===== config.mk =====
export PLATFORM = sky130hd
export DESIGN_NAME = dmem_arbiter
export DESIGN_NICKNAME = d
export VERILOG_FILES = /design/src/rtl/dmem_arbiter.sv
export SDC_FILE = /design/constraint.sdc
export NUM_CORES = 1
export LEC_CHECK = 0
export ABC_AREA = 1
export BUFFER_PORTS_ARGS = -buffer_cell sky130_fd_sc_hd__buf_4
export CAP_MARGIN = 20
export CORE_AREA = 8 8 111 113
export DETAILED_ROUTE_END_ITERATION = 16
export DIE_AREA = 0 0 119 121
export GPL_TIMING_DRIVEN = 1
export PLACE_DENSITY = 0.65
export SYNTH_ARGS = -nofsm -noshare
export SYNTH_HDL_FRONTEND = slang
export SYNTH_SLANG_ARGS = --single-unit

===== constraint.sdc =====
create_clock -name clk -period 5.1 [get_ports clk]
set_clock_uncertainty 0.2 [all_clocks]
set_input_delay 1.02 -clock clk [delete_from_list [all_inputs] [get_ports clk]]
set_output_delay 1.02 -clock clk [all_outputs]
set_load 0.05 [all_outputs]

===== src/rtl/dmem_arbiter.sv =====
// Two-port arbiter for a single-ported data memory with registered reads.
// Port 0 (pipeline) has priority, and a starvation counter bounds port 1's wait.
module dmem_arbiter #(
    parameter int unsigned STARVE_LIMIT = 4
) (
    input  logic        clk,
    input  logic        rst,
    input  logic        m0_req,
    input  logic        m0_we,
    input  logic [31:0] m0_addr,
    input  logic [31:0] m0_wdata,
    output logic        m0_gnt,
    output logic        m0_rvalid,
    output logic [31:0] m0_rdata,
    input  logic        m1_req,
    input  logic        m1_we,
    input  logic [31:0] m1_addr,
    input  logic [31:0] m1_wdata,
    output logic        m1_gnt,
    output logic        m1_rvalid,
    output logic [31:0] m1_rdata,
    output logic        mem_we,
    output logic [31:0] mem_addr,
    output logic [31:0] mem_wdata,
    input  logic [31:0] mem_rdata
);

    localparam logic [3:0] LIMIT = 4'(STARVE_LIMIT);

    logic [3:0] starve_cnt_q, starve_cnt_d;
    logic       rt_valid_q, rt_valid_d;
    logic       rt_port_q, rt_port_d;

    // Handshake: a requester holds req/we/addr/wdata stable until it sees gnt;
    // the request is consumed in the cycle where req & gnt are both high.
    always_comb begin
        m0_gnt = 1'b0;
        m1_gnt = 1'b0;
        if (m1_req && (starve_cnt_q == LIMIT)) begin
            m1_gnt = 1'b1;
        end else if (m0_req) begin
            m0_gnt = 1'b1;
        end else if (m1_req) begin
            m1_gnt = 1'b1;
        end

        mem_addr  = m1_gnt ? m1_addr  : m0_addr;
        mem_wdata = m1_gnt ? m1_wdata : m0_wdata;
        mem_we    = (m0_gnt & m0_we) | (m1_gnt & m1_we);

        starve_cnt_d = starve_cnt_q;
        if (!m1_req || m1_gnt) begin
            starve_cnt_d = 4'd0;
        end else if (starve_cnt_q != LIMIT) begin
            starve_cnt_d = starve_cnt_q + 4'd1;
        end

        // Owner of the read in flight; the memory returns its word next cycle.
        rt_valid_d = (m0_gnt & ~m0_we) | (m1_gnt & ~m1_we);
        rt_port_d  = rt_valid_d ? m1_gnt : rt_port_q;
    end

    always_ff @(posedge clk or posedge rst) begin
        if (rst) begin
            starve_cnt_q <= 4'd0;
            rt_valid_q   <= 1'b0;
            rt_port_q    <= 1'b0;
        end else begin
            starve_cnt_q <= starve_cnt_d;
            rt_valid_q   <= rt_valid_d;
            rt_port_q    <= rt_port_d;
        end
    end

    always_comb begin
        m0_rvalid = rt_valid_q & ~rt_port_q;
        m1_rvalid = rt_valid_q &  rt_port_q;
        m0_rdata  = m0_rvalid ? mem_rdata : 32'd0;
        m1_rdata  = m1_rvalid ? mem_rdata : 32'd0;
    end

endmodule


# Word level (Yosys, flattened, before mapping)
# Cells that the tools add are included.
# word_totals
reg_bits	6
in_bits	166
elab_cells	32
# classes
addsub	1
eq_ne	2
muxes	11
n_bitwise	11
reduce_logical	4
# ops
cell	n
32-bit two-way mux	4
4-bit two-way mux	2
1-bit bitwise AND	6
1-bit two-way mux	5
4-bit by 1-bit adder with 4-bit output (second input constant)	1
4-bit by 3-bit equality test with 1-bit output (second input constant)	1
4-bit by 3-bit inequality test with 1-bit output (second input constant)	1
1-bit NOT	3
1-bit OR	2
2-bit nonzero test	1
1-bit logical AND	1
1-bit logical NOT	1
1-bit logical OR	1

# Logic depth before layout (Yosys ltp)
# Gate-level depths: netlist of the first run.
# depth
ltp_word	5
ltp_mapped	10
depth_no_buf	9

# Worst setup path after synthesis of the first run
# No wires, ideal clock.
# synth_path
path_type	input port to output port
from	input m1_req
to	output mem_we
arrival_time_ps	2041
required_ps	3880
setup_slack_ps	1839
cell_stages	7
n_path_buf	0
cell_sequence	nand2_1 > inv_1 > nand2_2 > nand2_1 > inv_1 > nand2_1 > nand2_1
# synth_lines
element	line	rtl
from (decl)	15	input logic m1_req,
1-bit logical AND	39	if (m1_req && (starve_cnt_q == LIMIT)) begin
1-bit two-way mux	39	
named net m0_gnt	12	output logic m0_gnt,
1-bit bitwise AND	49	mem_we = (m0_gnt & m0_we) | (m1_gnt & m1_we);
1-bit OR	49	
to (decl)	22	output logic mem_we,
# The timed path passes the listed nets, and every way through them passes these cells.

# Worst setup path after layout of the first run
# layout_path
from	input m1_req
to	output mem_wdata[9]
# layout_between
elab_chain_len	4
# layout_lines
element	line	rtl
1-bit two-way mux	43	end else if (m1_req) begin
1-bit two-way mux	41	end else if (m0_req) begin
1-bit two-way mux (*)	39	
32-bit two-way mux (*)	48	mem_wdata = m1_gnt ? m1_wdata : m0_wdata;
to (decl)	24	output logic [31:0] mem_wdata,
# Every way passes the cells marked *; elsewhere a longest branch is shown, timed or not.

==> results of run 1 <==
final timing paths:
path / startpoint / end / slack, ps / cells past startpoint
max in group asynchronous: rst / starve_cnt_q[1] / 3960 / 2
min in group asynchronous: rst / rt_valid_q / 530 / 2
worst min register to register: starve_cnt_q[0] / starve_cnt_q[0] / 290 / 1
worst min-delay path: starve_cnt_q[0] / starve_cnt_q[0] / 290 / 1
worst max register to register: starve_cnt_q[0] / starve_cnt_q[3] / 3100 / 9
worst max-delay path: m1_req / mem_wdata[9] / 1340 / 8
sequential cells by signal, indices dropped and copies added (netlist names):
name          flops
rt_port_q         1
rt_valid_q        1
starve_cnt_q      4
final cells by class:
| class | count | area, um^2 | area share |
|---|---|---|---|
| clock buffers | 3 | 41.3 | 0.0103 |
| inverters | 44 | 165 | 0.0411 |
| multi-input cells | 281 | 1180 | 0.293 |
| flip-flops and latches | 6 | 150 | 0.0374 |
| well taps | 140 | 175 | 0.0436 |
| repair buffers | 303 | 2310 | 0.575 |
synthesized netlist by cell type (all sizes together):
cell / instances / area (um^2)
o21ai: 1 / 5.00
nand3: 65 / 325
xnor2: 1 / 8.76
nor2: 70 / 265
nand2: 140 / 531
clkbuf: 6 / 22.5
ha: 2 / 25.0
inv: 44 / 165
a21oi: 1 / 5.00
dfrtp: 6 / 150
xor2: 1 / 8.76
buf: 21 / 151
layout by cell type (no fill, tap or decap):
cell type  netlist  routed
buf_4            6     301
nand2_1        138     137
nor2_1          69      69
nand3_1         65      65
inv_1           43      43
dfrtp_1          6       6
nand2_2          2       3
clkbuf_8         0       3
ha_1             2       2
inv_2            1       1
nor2_2           1       1
o21ai_0          1       1
a21oi_1          1       1
xor2_1           1       1
xnor2_1          1       1
buf_12           0       1
buf_16           0       1
layer usage:
| metal | up-vias | routed length [um] |
|---|---|---|
| met3 | 4 | 1180 |
| met2 | 182 | 5710 |
| li1 | 1629 | - |
| met4 | 0 | 58 |
| met5 | - | 0 |
| met1 | 1339 | 3870 |
worst max-delay path, cell delays in order:
cell and delay (ps):
buf_4 120, nand2_1 50, inv_1 40, nand2_2 390
buf_4 440, nand3_1 150, nand2_1 100, buf_4 190
logic make-up (layout without fill, tap and decap cells):
logic type      after synthesis  in the layout  synth area share
buf+inv                      71            350             0.204
fa+ha+maj                     2              2            0.0150
compound gates                2              2           0.00601
flops                         6              6            0.0903
simple gates                275            275             0.674
xor+xnor                      2              2            0.0105
per-stage QoR:
stage	total power [mW]	instance area [um^2]	setup WS (ps)	cells
2_1_floorplan	0.399	1660	1840	358
3_3_place_gp	0.628	3950	1340	773
3_5_place_dp	0.628	3950	1340	773
4_1_cts	0.702	3990	1330	776
5_1_grt	0.735	4020	1190	777
6_report	0.699	4020	1340	777
power groups by stage:
stage                     sequential (mW)  clock (mW)  combinational [mW]
after floorplan                    0.0519           0               0.347
final                              0.0517      0.0709               0.577
after CTS                          0.0516      0.0730               0.577
after global routing               0.0520      0.0763               0.607
after detailed placement           0.0522           0               0.576
after global placement             0.0522           0               0.576
==> impl_metrics.tcl, run 1 <==
set metrics [dict create \
    status "finished, final reports clean" \
    grt_pass1_vias 2894 \
    grt_max_degree 65 \
    drt_first_pass_iters 4 \
    gp_congestion 0.868 \
    drcViolationCount 0 \
    fill_cells 1166 \
    clock_path_buffers 2 \
    power_frac_seq 0.074 \
    clkSinkCount 6 \
    worstPathArrival_ps 2540 \
    fin_setup_tns_ps 0 \
    drt-wirelength-per-cell_um 13.9 \
    via_per_inst 4.06 \
    met2_usage 0.246 \
    fin_crit_sh 0.736 \
    syn_inst 358 \
    initial_core_util 0.157 \
    critPathLaunchType "primary input" \
    ioPinCount 299 \
    hold_class "reg -> reg" \
    grt_use_met3 0.0544 \
    share_comb_of_total_power 0.825 \
    netlist-cell-type-count 17 \
    clock.fmax_mhz 266 \
    die_w_um 119 \
    setup_violations 0 \
    slew_violations 0 \
    drt_iter0_drc 165 \
    routed_wl_mm 10.8 \
    drive_gt1_frac 0.488 \
    area_growth_pct 141 \
    tightest_slew_ps 635 \
    die-area_um2 14400 \
    clk_latency_ps 220 \
    critPathCaptureType "output pin" \
    overflow 0 \
    htreeDepth 1 \
    timing.final.crit_period_ps 3760 \
    coreArea_um2 10600 \
    nets 807 \
    grt_pass1_wl_mm 15.5 \
    sw_frac_of_total 0.563 \
    drv_cap 0 \
    root_buffer "clkbuf_8" \
    grtUsageMet1 0.135 \
    rsz0062_at_grt "no" \
    grt_busiest_layer "met2" \
    antenna_found_initial 0 \
    track_usage 0.131 \
    ir_worst_vdd_mv 0.0940 \
    cp.required_ps 3880 \
    clk_pin_slew_ps 40 \
    cp_max_fo 37 \
    whs_ps 292 \
    synth_seq_cells 6 \
    vias 3154 \
    p_leak_nw 2.58 \
    port-buffer-count 298 \
    crit_type "in -> out" \
    die_y_um 121 \
    diodes 0 \
    ant_nets 0 \
    final_util 0.379 \
    ys.warnings.count 0 \
    cts_setup_buffers 0 \
    cts_buffers 3 \
    pwr-share-clk 0.101 \
    power_per_cell_area_nw_per_um2 174 \
    cts_hold_buf 0 \
    syn_area_um2 1660 \
    cts_tree "done" \
    yosysSeqAreaShare 0.0903 \
    hold_viol 0 \
    dp.final_hpwl_mm 9.26 \
    synthesis.nets 526 \
    internal_power_uw 305 \
    cts_resized 0 \
    slew_headroom 0.577 \
    p_switching_uw 394 \
    syn_area_per_cell_um2 4.64 \
    num_rows 38 \
]
(Power assumes the default switching activity.)
==> inputs of run 2 (changes only) <==
CORE_AREA = 8 8 110 112   (was 8 8 111 113)
DIE_AREA = 0 0 118 120   (was 0 0 119 121)
PLACE_DENSITY = 0.68   (was 0.65)
clock period = 3.1 ns   (was 5.1 ns; I/O delays follow)
==> run 2 against run 1 <==
- flip-flop and latch count unchanged
- worst setup slack got worse by 890 ps
- wire length increased by 1.0%
- first-iteration DRC count increased by 27%
- critical path depth increased by 1
- die area decreased by 1.7%
- worst hold slack got worse by 180 ps
- total power increased by 63%
- cell count increased by 0.13%
- clock-buffer cell count unchanged
- largest cell class unchanged
==> impl_metrics.tcl, run 2 (synthesized netlist as in run 1, its figures left out) <==
set metrics [dict create \
    status "finished, final reports clean" \
    dp.final_hpwl_mm 9.21 \
    timing.final.crit_period_ps 2650 \
    clk_pin_slew_ps 30 \
    slew_headroom 0.764 \
    regArea_um2 150 \
    coreArea_um2 10500 \
    die-area_um2 14200 \
    cts_tree "done" \
    die_w_um 118 \
    drv_cap 0 \
    hold_viol 0 \
    initial_core_util 0.158 \
    multi_input_area_um2 1180 \
    die_y_um 120 \
    reg_top3 "starve_cnt_q x4, rt_port_q x1, rt_valid_q x1" \
    timing.rr.end "starve_cnt_q[3]" \
    fin_cells 778 \
    vias 3138 \
    rsz0062_at_grt "no" \
    via_per_inst 4.03 \
    setup_violations 0 \
    cts_hold_buf 0 \
    cp.required_ps 2280 \
    htreeDepth 1 \
    r2r_start "starve_cnt_q[0]" \
    gp_congestion 0.836 \
    cp_slowest_stage_delay_ps 380 \
    cp_max_fo 62 \
    path_cells "inv_1 -> ha_1 -> nand2_1 -> inv_1 -> nand2_2 -> buf_12 -> nand3_1 -> nand2_1 -> buf_4" \
    ir_worst_vdd_mv 0.117 \
    root_buffer "clkbuf_8" \
    fin_setup_tns_ps 0 \
    power_per_cell_area_nw_per_um2 283 \
    grt_pass1_wl_mm 16.3 \
    ioPinCount 299 \
    reg2reg_setup_slack_ps 1550 \
    grt_max_degree 65 \
    num_rows 38 \
    antenna_found_initial 0 \
    cts_resized 0 \
    grt_pass1_vias 3077 \
    whs_ps 115 \
    cts_buffers 3 \
    clock_path_buffers 2 \
    track_usage 0.140 \
    critPathCaptureType "output pin" \
    reg2regPathDepth 9 \
    routed_wl_mm 10.9 \
    hold_class "in -> async" \
    port-buffer-count 298 \
    slew_violations 0 \
    cp_slowest_cell "dfrtp_1" \
    drt_iter0_drc 209 \
    regMostFlops "starve_cnt_q" \
    final_common_cell "buf_4" \
    p_leak_nw 2.59 \
    most-common-layout-cells "buf_4 (301), nand2_1 (137), nor2_1 (69)" \
    drt_first_pass_iters 4 \
    fill_cells 1145 \
    worstPathArrival_ps 1830 \
    fin_crit_sh 0.854 \
    clkSinkCount 6 \
    placed_area_um2 3990 \
    crit_type "reg -> out" \
    diodes 0 \
    nets 808 \
    overflow 0 \
    area_growth_pct 142 \
    tightest_slew_ps 353 \
    drt-wirelength-per-cell_um 14.1 \
    ant_nets 0 \
    placed_cells 775 \
    design_area_um2 4030 \
    cts_setup_buffers 0 \
    largest_register_ffs 4 \
    clk_latency_ps 220 \
    drcViolationCount 0 \
    drive_gt1_frac 0.489 \
    clock.fmax_mhz 378 \
    critPathLaunchType "flip-flop" \
]
run 2: cell count changes in the layout (fill, tap and decap cells not counted):
cell,before,now
buf_16,1,0
buf_12,1,3
run 2: cell type report:
| type | instances | area share |
|---|---|---|
| Sequential cell | 6 | 0.0373 |
| Timing Repair Buffer | 304 | 0.576 |
| Multi-Input combinational cell | 281 | 0.292 |
| Inverter | 44 | 0.0410 |
| Clock buffer | 3 | 0.0103 |
| Tap cell | 140 | 0.0435 |
run 2: metrics by stage:
step,setup slack (ps),power (mW),util
5_1_grt,251,1.20,0.383
6_report,453,1.14,0.383
3_5_place_dp,547,1.04,0.379
2_1_floorplan,639,0.657,-
4_1_cts,423,1.15,0.383
3_3_place_gp,567,1.04,0.379
run 2: routing by layer:
metal  global-route usage  part of all wire
met4               0.0216            0.0038
met5                    0                 0
met2                0.259              0.52
met1                0.158              0.39
met3               0.0399             0.082
run 2: worst max-delay path: cells and delay by family (launching register included):
kind                       cells  cell delay (ps)
buffers and inverters          4              570
and+or+nand+nor                4              440
DFF                            1              380
adders and majority gates      1              180
run 2: power breakdown:
part	switching [mW]	leakage, nW	internal, mW
Combinational	0.610	2.49	0.334
Clock	0.0288	0.0216	0.0830
Sequential	0.00229	0.0800	0.0826
run 2: worst max path at each step:
stage | startpoint | to | slack [ps] | cells past startpoint
floorplan | m1_req | mem_we | 640 | 7
global placement | m1_req | mem_wdata[31] | 570 | 8
finish | starve_cnt_q[0] | mem_wdata[31] | 450 | 9
global route | starve_cnt_q[0] | mem_wdata[25] | 250 | 10
detailed placement | m1_req | mem_addr[25] | 550 | 9
CTS | starve_cnt_q[0] | mem_addr[25] | 420 | 10
